===== src/rtl/keyboard_matrix_pkg.sv =====
// Shared constants and types for the keyboard matrix and the PIA1 snoop logic.
package keyboard_matrix_pkg;

  localparam int unsigned KBD_ROW_COUNT     = 10;
  localparam int unsigned KBD_ADDR_WIDTH    = 4;
  localparam int unsigned KBD_ROW_SEL_WIDTH = 4;
  localparam int unsigned PIA_RS_WIDTH      = 2;
  localparam int unsigned PIA_CR_DDR_N_BIT  = 2;

  // Column byte for "no key down" and for rows outside the matrix.
  localparam logic [7:0]  KBD_IDLE          = 8'hFF;

  localparam logic [31:0] WB_REG_BASE       = 32'h0000_0000;
  localparam logic [31:0] WB_KBD_BASE       = 32'h0000_0400;

  // 6520 register select: RS1:RS0.
  typedef enum logic [PIA_RS_WIDTH-1:0] {
    PIA_PORTA = 2'd0,
    PIA_CRA   = 2'd1,
    PIA_PORTB = 2'd2,
    PIA_CRB   = 2'd3
  } pia_rs_e;

  // Bus address of a keyboard row as seen by the MCU.
  function automatic logic [31:0] wb_kbd_addr(input logic [KBD_ADDR_WIDTH-1:0] row);
    return WB_KBD_BASE + 32'(row);
  endfunction

endpackage


===== src/rtl/keyboard_matrix_if.sv =====
// Pipelined Wishbone slave bundle for the keyboard matrix window.
interface keyboard_matrix_if
  import keyboard_matrix_pkg::*;
#(
  parameter int unsigned AW = KBD_ADDR_WIDTH
) ();

  logic [AW-1:0] wb_adr_i;
  logic [7:0]    wb_dat_i;
  logic [7:0]    wb_dat_o;
  logic          wb_we_i;
  logic          wb_cyc_i;
  logic          wb_stb_i;
  logic          wb_ack_o;
  logic          wb_stall_o;

  modport master (
    output wb_adr_i, wb_dat_i, wb_we_i, wb_cyc_i, wb_stb_i,
    input  wb_dat_o, wb_ack_o, wb_stall_o
  );

  modport slave (
    input  wb_adr_i, wb_dat_i, wb_we_i, wb_cyc_i, wb_stb_i,
    output wb_dat_o, wb_ack_o, wb_stall_o
  );

endinterface


===== src/rtl/keyboard_matrix_wb_slave_ack.sv =====
// One-cycle acknowledge generator for a never-stalling pipelined Wishbone slave.
module wb_slave_ack (
  input  logic clk_i,
  input  logic rst_ni,
  input  logic i_cyc,
  input  logic i_stb,
  output logic o_ack,
  output logic o_stall
);

  logic r_ack;

  // Ack every accepted strobe on the following cycle; cyc dropping later does not cancel it.
  always_ff @(posedge clk_i or negedge rst_ni) begin
    if (!rst_ni) begin
      r_ack <= 1'b0;
    end else begin
      r_ack <= i_cyc & i_stb;
    end
  end

  assign o_ack   = r_ack;
  assign o_stall = 1'b0;

endmodule


===== src/rtl/keyboard_matrix.sv =====
// PET 10x8 keyboard matrix: written by the MCU over Wishbone, read by the CPU
// through a snoop of PIA1 (Port A selects the row, Port B returns its columns).
module keyboard_matrix
  import keyboard_matrix_pkg::*;
#(
  parameter int unsigned ROWS = KBD_ROW_COUNT,
  parameter int unsigned AW   = KBD_ADDR_WIDTH
) (
  input  logic                    clk_i,
  input  logic                    rst_ni,
  keyboard_matrix_if.slave        wb,
  input  logic                    cpu_strobe_i,
  input  logic                    pia1_cs_i,
  input  logic                    cpu_we_i,
  input  logic [PIA_RS_WIDTH-1:0] cpu_rs_i,
  input  logic [7:0]              cpu_data_i,
  output logic [7:0]              cpu_data_o,
  output logic                    cpu_data_oe_o
);

  logic [7:0]                   r_matrix [ROWS];
  logic [KBD_ROW_SEL_WIDTH-1:0] r_row_sel;
  logic                         r_cra_ddr_n;
  logic                         r_crb_ddr_n;
  logic [7:0]                   r_wb_dat;
  logic [7:0]                   r_cpu_data;

  logic       w_wb_accept;
  logic       w_wb_hit;
  logic       w_wb_wr;
  logic       w_wb_rd;
  logic [7:0] w_wb_row;
  logic [7:0] w_sel_row;
  logic       w_snoop_wr;
  pia_rs_e    w_rs;
  logic       w_unused;

  assign w_wb_accept = wb.wb_cyc_i & wb.wb_stb_i;
  assign w_wb_wr     = w_wb_accept & wb.wb_we_i & w_wb_hit;
  assign w_wb_rd     = w_wb_accept & ~wb.wb_we_i;
  assign w_rs        = pia_rs_e'(cpu_rs_i);
  assign w_snoop_wr  = cpu_strobe_i & pia1_cs_i & cpu_we_i;

  // Port A bits 7:4 carry no row information here.
  assign w_unused    = &{1'b0, cpu_data_i[7:KBD_ROW_SEL_WIDTH]};

  // Wishbone address decode: hit flag and row contents, idle byte when out of range.
  always_comb begin
    w_wb_hit = 1'b0;
    w_wb_row = KBD_IDLE;
    for (int unsigned i = 0; i < ROWS; i++) begin
      if (wb.wb_adr_i == AW'(i)) begin
        w_wb_hit = 1'b1;
        w_wb_row = r_matrix[i];
      end
    end
  end

  // Row chosen by the CPU, idle byte when row_sel points past the matrix.
  always_comb begin
    w_sel_row = KBD_IDLE;
    for (int unsigned i = 0; i < ROWS; i++) begin
      if (r_row_sel == KBD_ROW_SEL_WIDTH'(i)) begin
        w_sel_row = r_matrix[i];
      end
    end
  end

  // Matrix storage, written only by in-range Wishbone writes.
  always_ff @(posedge clk_i or negedge rst_ni) begin
    if (!rst_ni) begin
      for (int unsigned i = 0; i < ROWS; i++) begin
        r_matrix[i] <= KBD_IDLE;
      end
    end else if (w_wb_wr) begin
      for (int unsigned i = 0; i < ROWS; i++) begin
        if (wb.wb_adr_i == AW'(i)) begin
          r_matrix[i] <= wb.wb_dat_i;
        end
      end
    end
  end

  // Wishbone read data, captured on the accept edge and held while ack is high.
  always_ff @(posedge clk_i or negedge rst_ni) begin
    if (!rst_ni) begin
      r_wb_dat <= KBD_IDLE;
    end else if (w_wb_rd) begin
      r_wb_dat <= w_wb_row;
    end
  end

  // Snoop CPU writes to PIA1: DDR-select bits of both control registers and the Port A row.
  always_ff @(posedge clk_i or negedge rst_ni) begin
    if (!rst_ni) begin
      r_cra_ddr_n <= 1'b0;
      r_crb_ddr_n <= 1'b0;
      r_row_sel   <= '0;
    end else if (w_snoop_wr) begin
      case (w_rs)
        PIA_CRA:   r_cra_ddr_n <= cpu_data_i[PIA_CR_DDR_N_BIT];
        PIA_CRB:   r_crb_ddr_n <= cpu_data_i[PIA_CR_DDR_N_BIT];
        PIA_PORTA: begin
          // With DDR_N clear the write targets DDRA and leaves the row alone.
          if (r_cra_ddr_n) begin
            r_row_sel <= cpu_data_i[KBD_ROW_SEL_WIDTH-1:0];
          end
        end
        default: ;
      endcase
    end
  end

  // CPU column byte, refreshed every cycle from the selected row.
  always_ff @(posedge clk_i or negedge rst_ni) begin
    if (!rst_ni) begin
      r_cpu_data <= KBD_IDLE;
    end else begin
      r_cpu_data <= w_sel_row;
    end
  end

  assign cpu_data_o    = r_cpu_data;
  assign cpu_data_oe_o = pia1_cs_i & ~cpu_we_i & (w_rs == PIA_PORTB) & r_crb_ddr_n;
  assign wb.wb_dat_o   = r_wb_dat;

  wb_slave_ack u_wb_ack (
    .clk_i   (clk_i),
    .rst_ni  (rst_ni),
    .i_cyc   (wb.wb_cyc_i),
    .i_stb   (wb.wb_stb_i),
    .o_ack   (wb.wb_ack_o),
    .o_stall (wb.wb_stall_o)
  );

endmodule


===== src/flat_wrapper.sv =====
// flat-port wrapper written by rule: the top's interface ports become plain ports
module keyboard_matrix_flat import keyboard_matrix_pkg::*;
#(
  parameter int unsigned ROWS = KBD_ROW_COUNT,
  parameter int unsigned AW   = KBD_ADDR_WIDTH
)
  (clk_i, rst_ni, cpu_strobe_i, pia1_cs_i, cpu_we_i, cpu_rs_i, cpu_data_i, cpu_data_o, cpu_data_oe_o, wb_wb_adr_i, wb_wb_dat_i, wb_wb_we_i, wb_wb_cyc_i, wb_wb_stb_i, wb_wb_dat_o, wb_wb_ack_o, wb_wb_stall_o);
  keyboard_matrix_if #(.AW(AW)) wb_i ();
  input  logic clk_i;
  input  logic rst_ni;
  input  logic cpu_strobe_i;
  input  logic pia1_cs_i;
  input  logic cpu_we_i;
  input  logic [PIA_RS_WIDTH-1:0] cpu_rs_i;
  input  logic [7:0] cpu_data_i;
  output logic [7:0] cpu_data_o;
  output logic cpu_data_oe_o;
  input wire logic [$bits(wb_i.wb_adr_i)-1:0] wb_wb_adr_i;
  input wire logic [$bits(wb_i.wb_dat_i)-1:0] wb_wb_dat_i;
  input wire logic [$bits(wb_i.wb_we_i)-1:0] wb_wb_we_i;
  input wire logic [$bits(wb_i.wb_cyc_i)-1:0] wb_wb_cyc_i;
  input wire logic [$bits(wb_i.wb_stb_i)-1:0] wb_wb_stb_i;
  output wire logic [$bits(wb_i.wb_dat_o)-1:0] wb_wb_dat_o;
  output wire logic [$bits(wb_i.wb_ack_o)-1:0] wb_wb_ack_o;
  output wire logic [$bits(wb_i.wb_stall_o)-1:0] wb_wb_stall_o;
  assign wb_i.wb_adr_i = wb_wb_adr_i;
  assign wb_i.wb_dat_i = wb_wb_dat_i;
  assign wb_i.wb_we_i = wb_wb_we_i;
  assign wb_i.wb_cyc_i = wb_wb_cyc_i;
  assign wb_i.wb_stb_i = wb_wb_stb_i;
  assign wb_wb_dat_o = wb_i.wb_dat_o;
  assign wb_wb_ack_o = wb_i.wb_ack_o;
  assign wb_wb_stall_o = wb_i.wb_stall_o;
  keyboard_matrix #(.ROWS(ROWS), .AW(AW)) u_core (.clk_i(clk_i), .rst_ni(rst_ni), .wb(wb_i), .cpu_strobe_i(cpu_strobe_i), .pia1_cs_i(pia1_cs_i), .cpu_we_i(cpu_we_i), .cpu_rs_i(cpu_rs_i), .cpu_data_i(cpu_data_i), .cpu_data_o(cpu_data_o), .cpu_data_oe_o(cpu_data_oe_o));
endmodule

===== config.mk =====
export PLATFORM = sky130hd
export DESIGN_NAME = keyboard_matrix_flat
export DESIGN_NICKNAME = d
export VERILOG_FILES = /design/src/rtl/keyboard_matrix_pkg.sv /design/src/rtl/keyboard_matrix_if.sv /design/src/rtl/keyboard_matrix_wb_slave_ack.sv /design/src/rtl/keyboard_matrix.sv /design/src/flat_wrapper.sv
export SDC_FILE = /design/constraint.sdc
export NUM_CORES = 1
export LEC_CHECK = 0
export BUFFER_PORTS_ARGS = -buffer_cell sky130_fd_sc_hd__buf_2
export CAP_MARGIN = 20
export CORE_AREA = 2 2 110 112
export CTS_CLUSTER_DIAMETER = 200
export DETAILED_ROUTE_END_ITERATION = 10
export DIE_AREA = 0 0 112 114
export PLACE_DENSITY = 0.65
export SLEW_MARGIN = 20
export SYNTH_ARGS = -nofsm -noshare
export SYNTH_HDL_FRONTEND = slang
export SYNTH_HIERARCHICAL = 1
export SYNTH_SLANG_ARGS = --single-unit
export TNS_END_PERCENT = 1

===== constraint.sdc =====
create_clock -name clk_i -period 2.5 [get_ports clk_i]
set_clock_uncertainty 0.15 [all_clocks]
set_input_delay 0.125 -clock clk_i [delete_from_list [all_inputs] [get_ports clk_i]]
set_output_delay 0.125 -clock clk_i [all_outputs]
set_load 0.01 [all_outputs]

==> flow_metrics.py, run 1 <==
metrics = {
    "status": {
        "status": "finished clean",
    },
    "setup_path": {
        "worstPathArrival_ns": 2.39,
        "crit_fanout": 8,
        "timing.setup.critical_path_class": "primary input to register",
        "crit_required_ns": 2.62,
        "cp_most_frequent_cell": "nand3_1",
        "r2r_end": "u_core/cpu_data_o[2]",
        "crit_path_largest_cell_delay_ns": 0.58,
        "critical_path.cell_chain": "dlygate4sd3_1, buf_2, nand3_1, nor3_1, nand3_1, mux2_2",
        "timing.critical_path.from_type": "primary input",
        "reg2reg_setup_slack_ns": 0.37,
        "critPathCaptureType": "register",
        "critical_path.slowest_cell": "nor3_1",
        "worst-r2r-cell-count": 5,
        "reg2reg_from": "u_core/r_row_sel[1]",
    },
    "routing": {
        "drt_iter0_markers": 305,
        "routed_wire_length_per_instance_um": 20.6,
        "drc": 0,
        "via_per_inst": 5.92,
        "via_count": 3959,
        "detailedRoute.firstPassIterationCount": 6,
        "finalWirelength_mm": 13.8,
        "antenna_left": 0,
    },
    "die": {
        "io_pins": 49,
        "dieWidth_um": 112,
        "floorplan.initialDensity_pct": 48.1,
        "die_h_um": 114,
        "rows": 40,
        "design.die.area_mm2": 0.0128,
        "core_region_area_mm2": 0.0117,
    },
    "worst_hold_path": {
        "start_point_of_the_worst_hold_path": "wb_wb_dat_i[3]",
        "type_of_the_most_critical_hold_path": "primary input to register",
        "worst_hold_path.num_cells": 2,
        "endpoint_with_the_worst_hold_slack": "u_core/r_matrix[51]",
    },
    "sta": {
        "report.final.setup_viol": 0,
        "worst_hold_slack_ns": 0.0316,
        "clock.fmax_mhz": 441,
        "hold_violations": 0,
        "fin_ws_ns": 0.234,
        "slew_headroom_pct": 52.7,
        "rsz0062_at_grt": "false",
        "timing.setup.tns_ns": 0,
        "maxSlewViolCount": 0,
        "tightest_slew_ns": 0.704,
        "fin_crit_ns": 2.27,
        "period_share_pct": 90.6,
    },
    "placed_design": {
        "dp_worst_setup_slack_ns": 0.372,
        "final_weighted_congestion_in_routability_driven_placement": 0.865,
        "port_buffers": 43,
        "detailedPlacementHpwl_mm": 9.87,
        "placedCellCount": 647,
    },
    "logic_synthesis": {
        "synth_xor_xnor_area_share_pct": 0,
        "synth-simple-area-share_pct": 11.4,
        "post_synth_num_cell_types": 57,
        "synth-compound-area-share_pct": 11.5,
        "ys_seq_elements": 103,
        "syn-cell-area_mm2": 0.00563,
        "post_synth_fa_ha_maj_area_fraction_pct": 0,
        "synth_async_sr_flop_share_pct": 100,
        "postSynthAreaPerCell_um2": 11.9,
        "synth_largest_area_cell": "dfstp_2",
        "postSynthCellCount": 473,
        "seq_total_area_yosys_pct": 47.9,
        "yosys_warning_total": 6,
        "main_combinational_cell_family_by_area_after_synthesis": "multiplexers",
        "synth_enable_flop_cells": 0,
        "synth_common_cells": "dfstp_2, mux2_2, nor2_1, o21ai_0, mux2i_1",
        "synth_mux_area_share_pct": 25.8,
        "cell_with_the_most_instances_after_synthesis": "dfstp_2",
        "yosys_most_used_dff": "dfstp_2",
        "synth_top_area_cells": "dfstp_2, mux2_2, mux2i_1",
        "netlist.area_leader.share_pct": 44.8,
        "postSynthNetCount": 503,
    },
    "power": {
        "peakVddDrop_v": 0.000557,
        "p_leak_nw": 2.60,
        "power_density_mw_per_mm2": 757,
    },
    "global_route": {
        "first_pass_grt_wire_length_mm": 22.1,
        "antenna_found_initial": 0,
        "gr_util_all_layers_pct": 22.2,
        "grt_overflow_total": 0,
        "first_global_vias": 3916,
        "grt_max_degree": 58,
    },
    "clocking": {
        "post_cts_resized": 0,
        "post-cts-setup-buffers": 0,
        "cts.root.buffer_cell": "clkbuf_16",
        "cts_inserted_buffers": 9,
        "cts_tree": "built",
        "clock-sinks": 103,
        "cts.path.max_buffers": 2,
        "htree_levels": 3,
        "ctsHoldBuffers": 7,
        "clock_latency_on_the_worst_skew_pair_ns": 0.35,
        "cts.clk_slew.worst_paths_ns": 0.07,
    },
    "layout": {
        "number_of_inserted_filler_cells_in_the_final_layout": 1024,
        "finalNonFillerCells": 669,
        "final_core_utilization_pct": 54.6,
        "antenna_cells_inserted": 0,
        "share_of_post_route_cells_with_drive_strength_above_1_pct": 56.9,
        "fin_nets": 548,
        "area_growth_pct": 13.5,
    },
    "flow_run": {
        "maxCapViolations": 0,
    },
}
==> logic make-up after synthesis <==
logic type,after synthesis
other,1
flip-flops,103
AND/OR/NAND/NOR,107
buffers and inverters,46
AO/OA/AOI/OAI,93
multiplexers,123
==> how the worst max path moves through the flow <==
| stage | startpoint | end | depth (start not counted) |
|---|---|---|---|
| 6_report | wb_wb_stb_i | u_core/r_matrix[50] | 6 |
| 5_1_grt | wb_wb_stb_i | u_core/r_matrix[50] | 6 |
| 4_1_cts | wb_wb_stb_i | u_core/r_matrix[50] | 6 |
| 3_5_place_dp | u_core/r_row_sel[0] | u_core/cpu_data_o[6] | 4 |
| 3_3_place_gp | u_core/r_row_sel[0] | u_core/cpu_data_o[6] | 4 |
| 2_1_floorplan | u_core/r_row_sel[0] | u_core/cpu_data_o[6] | 5 |
==> critical path: cells and delay by family <==
kind / cells / cell delay, ns
buffers and inverters: 2 / 0.63
AND/OR/NAND/NOR: 3 / 1.21
multiplexers: 1 / 0.42
==> per-layer routing <==
| layer | GRT usage (%) | routed length, um |
|---|---|---|
| met3 | 3.99 | 505 |
| met2 | 35.7 | 6700 |
| met4 | 6.02 | 161 |
| met5 | 0 | 0 |
| met1 | 31.2 | 6420 |
==> through the flow <==
stage / instance area [um2] / total power [mW]
4_1_cts: 6390 / 4.87
5_1_grt: 6390 / 5.08
3_3_place_gp: 6040 / 3.47
6_report: 6390 / 4.84
3_5_place_dp: 6040 / 3.50
2_1_floorplan: 5630 / 3.10
==> report_power, final <==
group,total [mW],internal (mW),switching [mW]
combinational,1.11,0.579,0.534
sequential,2.38,2.14,0.237
clock,1.35,0.748,0.602
==> cells in the final DEF (no fill, tap or decap), drive strengths merged, types with 5 or more instances in the layout <==
cell,n
clkbuf,12
o22ai,8
a211oi,14
nor2b,16
o221a,5
dfrtp,7
nand2,9
dfstp,96
dlygate4sd3,7
mux2,96
a21oi,15
nand2b,12
nand3,8
inv,8
o21ai,21
nor2,30
or3b,6
mux2i,19
buf,65
mux4,8
==> registers in the layout, summed over array words and instances, names as in the netlist <==
| register | count |
|---|---|
| u_core/cpu_data_o | 8 |
| u_core/r_row_sel | 4 |
| u_core/r_crb_ddr_n | 1 |
| u_core/u_wb_ack/o_ack | 1 |
| u_core/r_cra_ddr_n | 1 |
| u_core/wb.wb_dat_o | 8 |
| u_core/r_matrix | 80 |
==> cell type report <==
type	count	area (um2)	area share (%)
clock buffer	12	267	4.17
clock inverter	3	17.5	0.274
inverter	8	30.0	0.470
multi-input combinational	324	2740	42.9
sequential	103	2700	42.2
tap	147	184	2.88
timing repair buffer	72	453	7.09
Note: power is estimated with default switching activity, not from simulation.
==> run 2: changes to the inputs <==
Settings changed: MAX_ROUTING_LAYER set to met4.
==> flow_metrics.py, run 2 (synthesis results as in run 1) <==
metrics = {
    "status": {
        "status": "finished clean",
    },
    "worst_hold_path": {
        "endpoint_with_the_worst_hold_slack": "u_core/r_matrix[51]",
        "worst_hold_path.num_cells": 2,
        "start_point_of_the_worst_hold_path": "wb_wb_dat_i[3]",
        "type_of_the_most_critical_hold_path": "primary input to register",
    },
    "clocking": {
        "cts.clk_slew.worst_paths_ns": 0.07,
        "post-cts-setup-buffers": 0,
        "cts_inserted_buffers": 9,
        "post_cts_resized": 0,
        "htree_levels": 3,
        "clock_latency_on_the_worst_skew_pair_ns": 0.35,
        "clock-sinks": 103,
        "ctsHoldBuffers": 7,
        "cts.root.buffer_cell": "clkbuf_16",
        "cts.path.max_buffers": 2,
        "cts_tree": "built",
    },
    "global_route": {
        "antenna_found_initial": 0,
        "first_pass_grt_wire_length_mm": 22.1,
        "met3_usage_pct": 4.30,
        "grt_overflow_total": 0,
        "grt_max_degree": 58,
        "gr_util_all_layers_pct": 22.9,
        "first_global_vias": 3906,
        "grtUsageMet1_pct": 31.2,
        "globalRouteMet2Util_pct": 35.7,
        "gr_busiest_metal": "met2",
    },
    "routing": {
        "drc": 0,
        "routed_wire_length_per_instance_um": 20.7,
        "finalWirelength_mm": 13.8,
        "antenna_left": 0,
        "via_count": 3942,
        "detailedRoute.firstPassIterationCount": 4,
        "via_per_inst": 5.89,
        "drt_iter0_markers": 314,
    },
    "setup_path": {
        "reg2reg_from": "u_core/r_row_sel[1]",
        "cpLargestDelayFamily": "simple AND/OR/NAND/NOR gates",
        "cp_most_frequent_cell": "nand3_1",
        "crit_fanout": 8,
        "timing.setup.critical_path_class": "primary input to register",
        "worstPathArrival_ns": 2.40,
        "r2r_end": "u_core/cpu_data_o[2]",
        "reg2reg_setup_slack_ns": 0.39,
        "critical_path.cell_chain": "dlygate4sd3_1, buf_2, nand3_1, nor3_1, nand3_1, mux2_2",
        "crit_required_ns": 2.62,
        "critical_path.slowest_cell": "nor3_1",
        "worst-r2r-cell-count": 5,
        "timing.critical_path.from_type": "primary input",
        "crit_path_largest_cell_delay_ns": 0.59,
        "worst_path_buf_inv": 2,
        "critPathCaptureType": "register",
    },
    "layout": {
        "number_of_inserted_filler_cells_in_the_final_layout": 1024,
        "area_growth_pct": 13.5,
        "antenna_cells_inserted": 0,
        "layout.cells.most_common": "dfstp_2",
        "final_core_utilization_pct": 54.6,
        "registers.top_by_ff_count": "u_core/r_matrix",
        "share_of_post_route_cells_with_drive_strength_above_1_pct": 56.9,
        "layout.cell_area.non_filler_mm2": 0.00639,
        "layout_common_cells": "dfstp_2, mux2_2, buf_2, nor2_1, buf_4",
        "finalNonFillerCells": 669,
        "fin_nets": 548,
        "largest_reg_flops": 80,
    },
    "die": {
        "design.die.area_mm2": 0.0128,
        "core_region_area_mm2": 0.0117,
        "io_pins": 49,
        "rows": 40,
        "dieWidth_um": 112,
        "die_h_um": 114,
        "floorplan.initialDensity_pct": 48.1,
    },
    "flow_run": {
        "maxCapViolations": 0,
    },
    "sta": {
        "fin_ws_ns": 0.216,
        "report.final.setup_viol": 0,
        "tightest_slew_ns": 0.726,
        "hold_violations": 0,
        "timing.setup.tns_ns": 0,
        "slew_headroom_pct": 51.2,
        "rsz0062_at_grt": "false",
        "fin_crit_ns": 2.28,
        "clock.fmax_mhz": 438,
        "worst_hold_slack_ns": 0.0292,
        "period_share_pct": 91.4,
        "maxSlewViolCount": 0,
    },
    "placed_design": {
        "placedCellCount": 647,
        "dp_worst_setup_slack_ns": 0.372,
        "placed_area_mm2": 0.00604,
        "final_weighted_congestion_in_routability_driven_placement": 0.879,
        "detailedPlacementHpwl_mm": 9.87,
        "port_buffers": 43,
    },
    "power": {
        "p_leak_nw": 2.60,
        "power.total_mw": 4.84,
        "power_density_mw_per_mm2": 757,
        "peakVddDrop_v": 0.000556,
    },
}
-- run 2: cell counts in the layout (fill, tap and decap cells not counted) --
Identical to the previous run, type by type.
-- run 2: cell type report --
cell class / count / area [um2] / area share [%]
Timing Repair Buffer: 72 / 453 / 7.09
Sequential cell: 103 / 2700 / 42.2
Multi-Input combinational cell: 324 / 2740 / 42.9
Tap cell: 147 / 184 / 2.88
Clock buffer: 12 / 267 / 4.17
Inverter: 8 / 30.0 / 0.470
Clock inverter: 3 / 17.5 / 0.274
-- run 2: how the worst max path moves through the flow --
stage / slack (ns) / startpoint / cells after the start / to
3_3_place_gp: 0.39 / u_core/r_row_sel[0] / 4 / u_core/cpu_data_o[6]
5_1_grt: 0.08 / wb_wb_stb_i / 6 / u_core/r_matrix[50]
2_1_floorplan: 0.67 / u_core/r_row_sel[0] / 5 / u_core/cpu_data_o[6]
4_1_cts: 0.22 / wb_wb_stb_i / 6 / u_core/r_matrix[50]
3_5_place_dp: 0.37 / u_core/r_row_sel[0] / 4 / u_core/cpu_data_o[6]
6_report: 0.22 / wb_wb_stb_i / 6 / u_core/r_matrix[50]
-- run 2: per-layer routing --
| metal | up-vias | routed length, um | part of all wire, % |
|---|---|---|---|
| met4 | 0 | 166 | 1.2 |
| met2 | 81 | 6670 | 48 |
| met3 | 13 | 440 | 3.2 |
| met1 | 2007 | 6560 | 47 |
| li1 | 1841 | - | - |
| met5 | - | 0 | 0 |
-- run 2: worst register-to-register path, cell delays in order, from the launching register on --
cell       delay (ns)
dfrtp_1          0.73
buf_4            0.29
mux2i_1          0.09
mux4_2           0.46
nor2_1           0.16
a2bb2oi_1        0.18
-- run 2: power by group --
part           internal (mW)  leakage [nW]  switching [mW]
clock network          0.748         0.140           0.603
registers               2.14          1.09           0.238
logic                  0.579          1.37           0.531
==> run 3: changes to the inputs <==
Settings changed: CTS_CLUSTER_DIAMETER 200 to 150.
Clock period 2.5 ns to 2.6 ns, I/O delays scaled along.
==> flow_metrics.py, run 3 (synthesis results as in run 1) <==
metrics = {
    "status": {
        "status": "finished with violations",
        "violations_in_the_final_reports": "hold timing",
    },
    "layout": {
        "antenna_cells_inserted": 0,
        "share_of_post_route_cells_with_drive_strength_above_1_pct": 56.8,
        "layout.cells.most_common": "dfstp_2",
        "final_core_utilization_pct": 54.4,
        "registers.top_by_ff_count": "u_core/r_matrix",
        "area_growth_pct": 13.2,
        "layout_common_cells": "dfstp_2, mux2_2, buf_2, nor2_1, buf_4",
        "largest_reg_flops": 80,
        "fin_nets": 546,
    },
    "routing": {
        "finalWirelength_mm": 13.8,
        "detailedRoute.firstPassIterationCount": 5,
        "routed_wire_length_per_instance_um": 20.7,
        "antenna_left": 0,
        "drc": 0,
        "via_count": 4011,
        "drt_iter0_markers": 275,
        "via_per_inst": 6.02,
    },
    "clocking": {
        "htree_levels": 3,
        "clock-sinks": 103,
        "clock_latency_on_the_worst_skew_pair_ns": 0.35,
        "cts.root.buffer_cell": "clkbuf_16",
        "cts_inserted_buffers": 9,
        "cts_tree": "built",
        "post_cts_resized": 0,
        "cts.clk_slew.worst_paths_ns": 0.07,
        "cts.path.max_buffers": 2,
    },
    "sta": {
        "period_share_pct": 84.5,
        "slew_headroom_pct": 56.6,
        "rsz0062_at_grt": "false",
        "hold_violations": 42,
        "worst_hold_slack_ns": -0.0270,
        "timing.setup.tns_ns": 0,
        "fin_crit_ns": 2.20,
        "fin_ws_ns": 0.404,
        "clock.fmax_mhz": 455,
        "report.final.setup_viol": 0,
        "tightest_slew_ns": 0.648,
        "maxSlewViolCount": 0,
    },
    "setup_path": {
        "crit_required_ns": 2.70,
        "worst-r2r-cell-count": 4,
        "critical_path.slowest_cell": "dfrtp_1",
        "crit_fanout": 8,
        "cpLargestDelayFamily": "compound AO/OA/AOI/OAI gates",
        "reg2reg_setup_slack_ns": 0.40,
        "timing.setup.critical_path_class": "register to register",
        "worstPathArrival_ns": 2.29,
        "worst_path_buf_inv": 0,
        "timing.critical_path.from_type": "register",
        "critical_path.cell_chain": "mux4_2, nor2b_1, a2111oi_0, a31oi_1",
        "crit_path_largest_cell_delay_ns": 0.61,
        "critPathCaptureType": "register",
        "worst-path-stages": 4,
    },
    "global_route": {
        "gr_util_all_layers_pct": 23.0,
        "grt_max_degree": 47,
        "first_pass_grt_wire_length_mm": 22.1,
        "grt_overflow_total": 0,
        "first_global_vias": 3878,
        "antenna_found_initial": 0,
    },
    "placed_design": {
        "port_buffers": 43,
        "final_weighted_congestion_in_routability_driven_placement": 0.918,
        "dp_worst_setup_slack_ns": 0.447,
        "detailedPlacementHpwl_mm": 9.75,
    },
    "power": {
        "power_density_mw_per_mm2": 738,
        "p_leak_nw": 2.59,
        "power.total_mw": 4.70,
        "peakVddDrop_v": 0.000476,
    },
    "worst_hold_path": {
        "type_of_the_most_critical_hold_path": "primary input to async pin",
    },
    "die": {
        "io_pins": 49,
        "design.die.area_mm2": 0.0128,
        "die_h_um": 114,
        "core_region_area_mm2": 0.0117,
        "dieWidth_um": 112,
        "rows": 40,
        "floorplan.initialDensity_pct": 48.1,
    },
    "flow_run": {
        "maxCapViolations": 0,
    },
}
[run 3: final timing paths]
check / from / endpoint
max reg2reg: u_core/r_row_sel[0] / u_core/cpu_data_o[6]
min reg2reg: u_core/wb.wb_dat_o[5] / u_core/wb.wb_dat_o[5]
min in group clk_i: wb_wb_dat_i[7] / u_core/r_matrix[31]
max in group asynchronous: rst_ni / u_core/r_matrix[60]
min: rst_ni / u_core/wb.wb_dat_o[1]
max: u_core/r_row_sel[0] / u_core/cpu_data_o[6]
[run 3: cell type report]
cell class	instances	area (um2)
Clock buffer	10	239
Clock inverter	4	47.5
Fill cell	1033	5340
Inverter	8	30.0
Multi-Input combinational cell	324	2740
Sequential cell	103	2700
Tap cell	147	184
Timing Repair Buffer	70	435
[run 3: per-layer routing]
layer | vias to the layer above | part of all wire [%] | GRT usage [%] | wire (um)
li1 | 1840 | - | - | -
met5 | - | 0 | - | 0
met3 | 20 | 4.4 | 3.45 | 605
met2 | 109 | 48 | 35.8 | 6560
met4 | 0 | 1.6 | 6.83 | 227
met1 | 2042 | 46 | 31.5 | 6380
[run 3: power breakdown]
| group | internal [mW] | leakage, nW | switching (mW) |
|---|---|---|---|
| combinational | 0.561 | 1.36 | 0.529 |
| sequential | 2.06 | 1.09 | 0.222 |
| clock | 0.758 | 0.140 | 0.573 |
| total | 3.38 | 2.59 | 1.32 |
[run 3: worst register-to-register path, cell delays in order (launching register included)]
cell and delay (ns):
dfrtp_1 0.61, mux4_2 0.57, nor2b_1 0.16, a2111oi_0 0.49, a31oi_1 0.13
[run 3: what timing repair did]
item	4_1_cts	5_1_grt
hold buffers	6	0
setup buffers	0	0
hold endpoints to repair	7	0
[run 3: per-stage QoR]
stage	instance area, um2	instances
2_1_floorplan	5630	473
3_3_place_gp	6030	646
3_5_place_dp	6030	646
4_1_cts	6370	666
5_1_grt	6370	666
6_report	6370	666
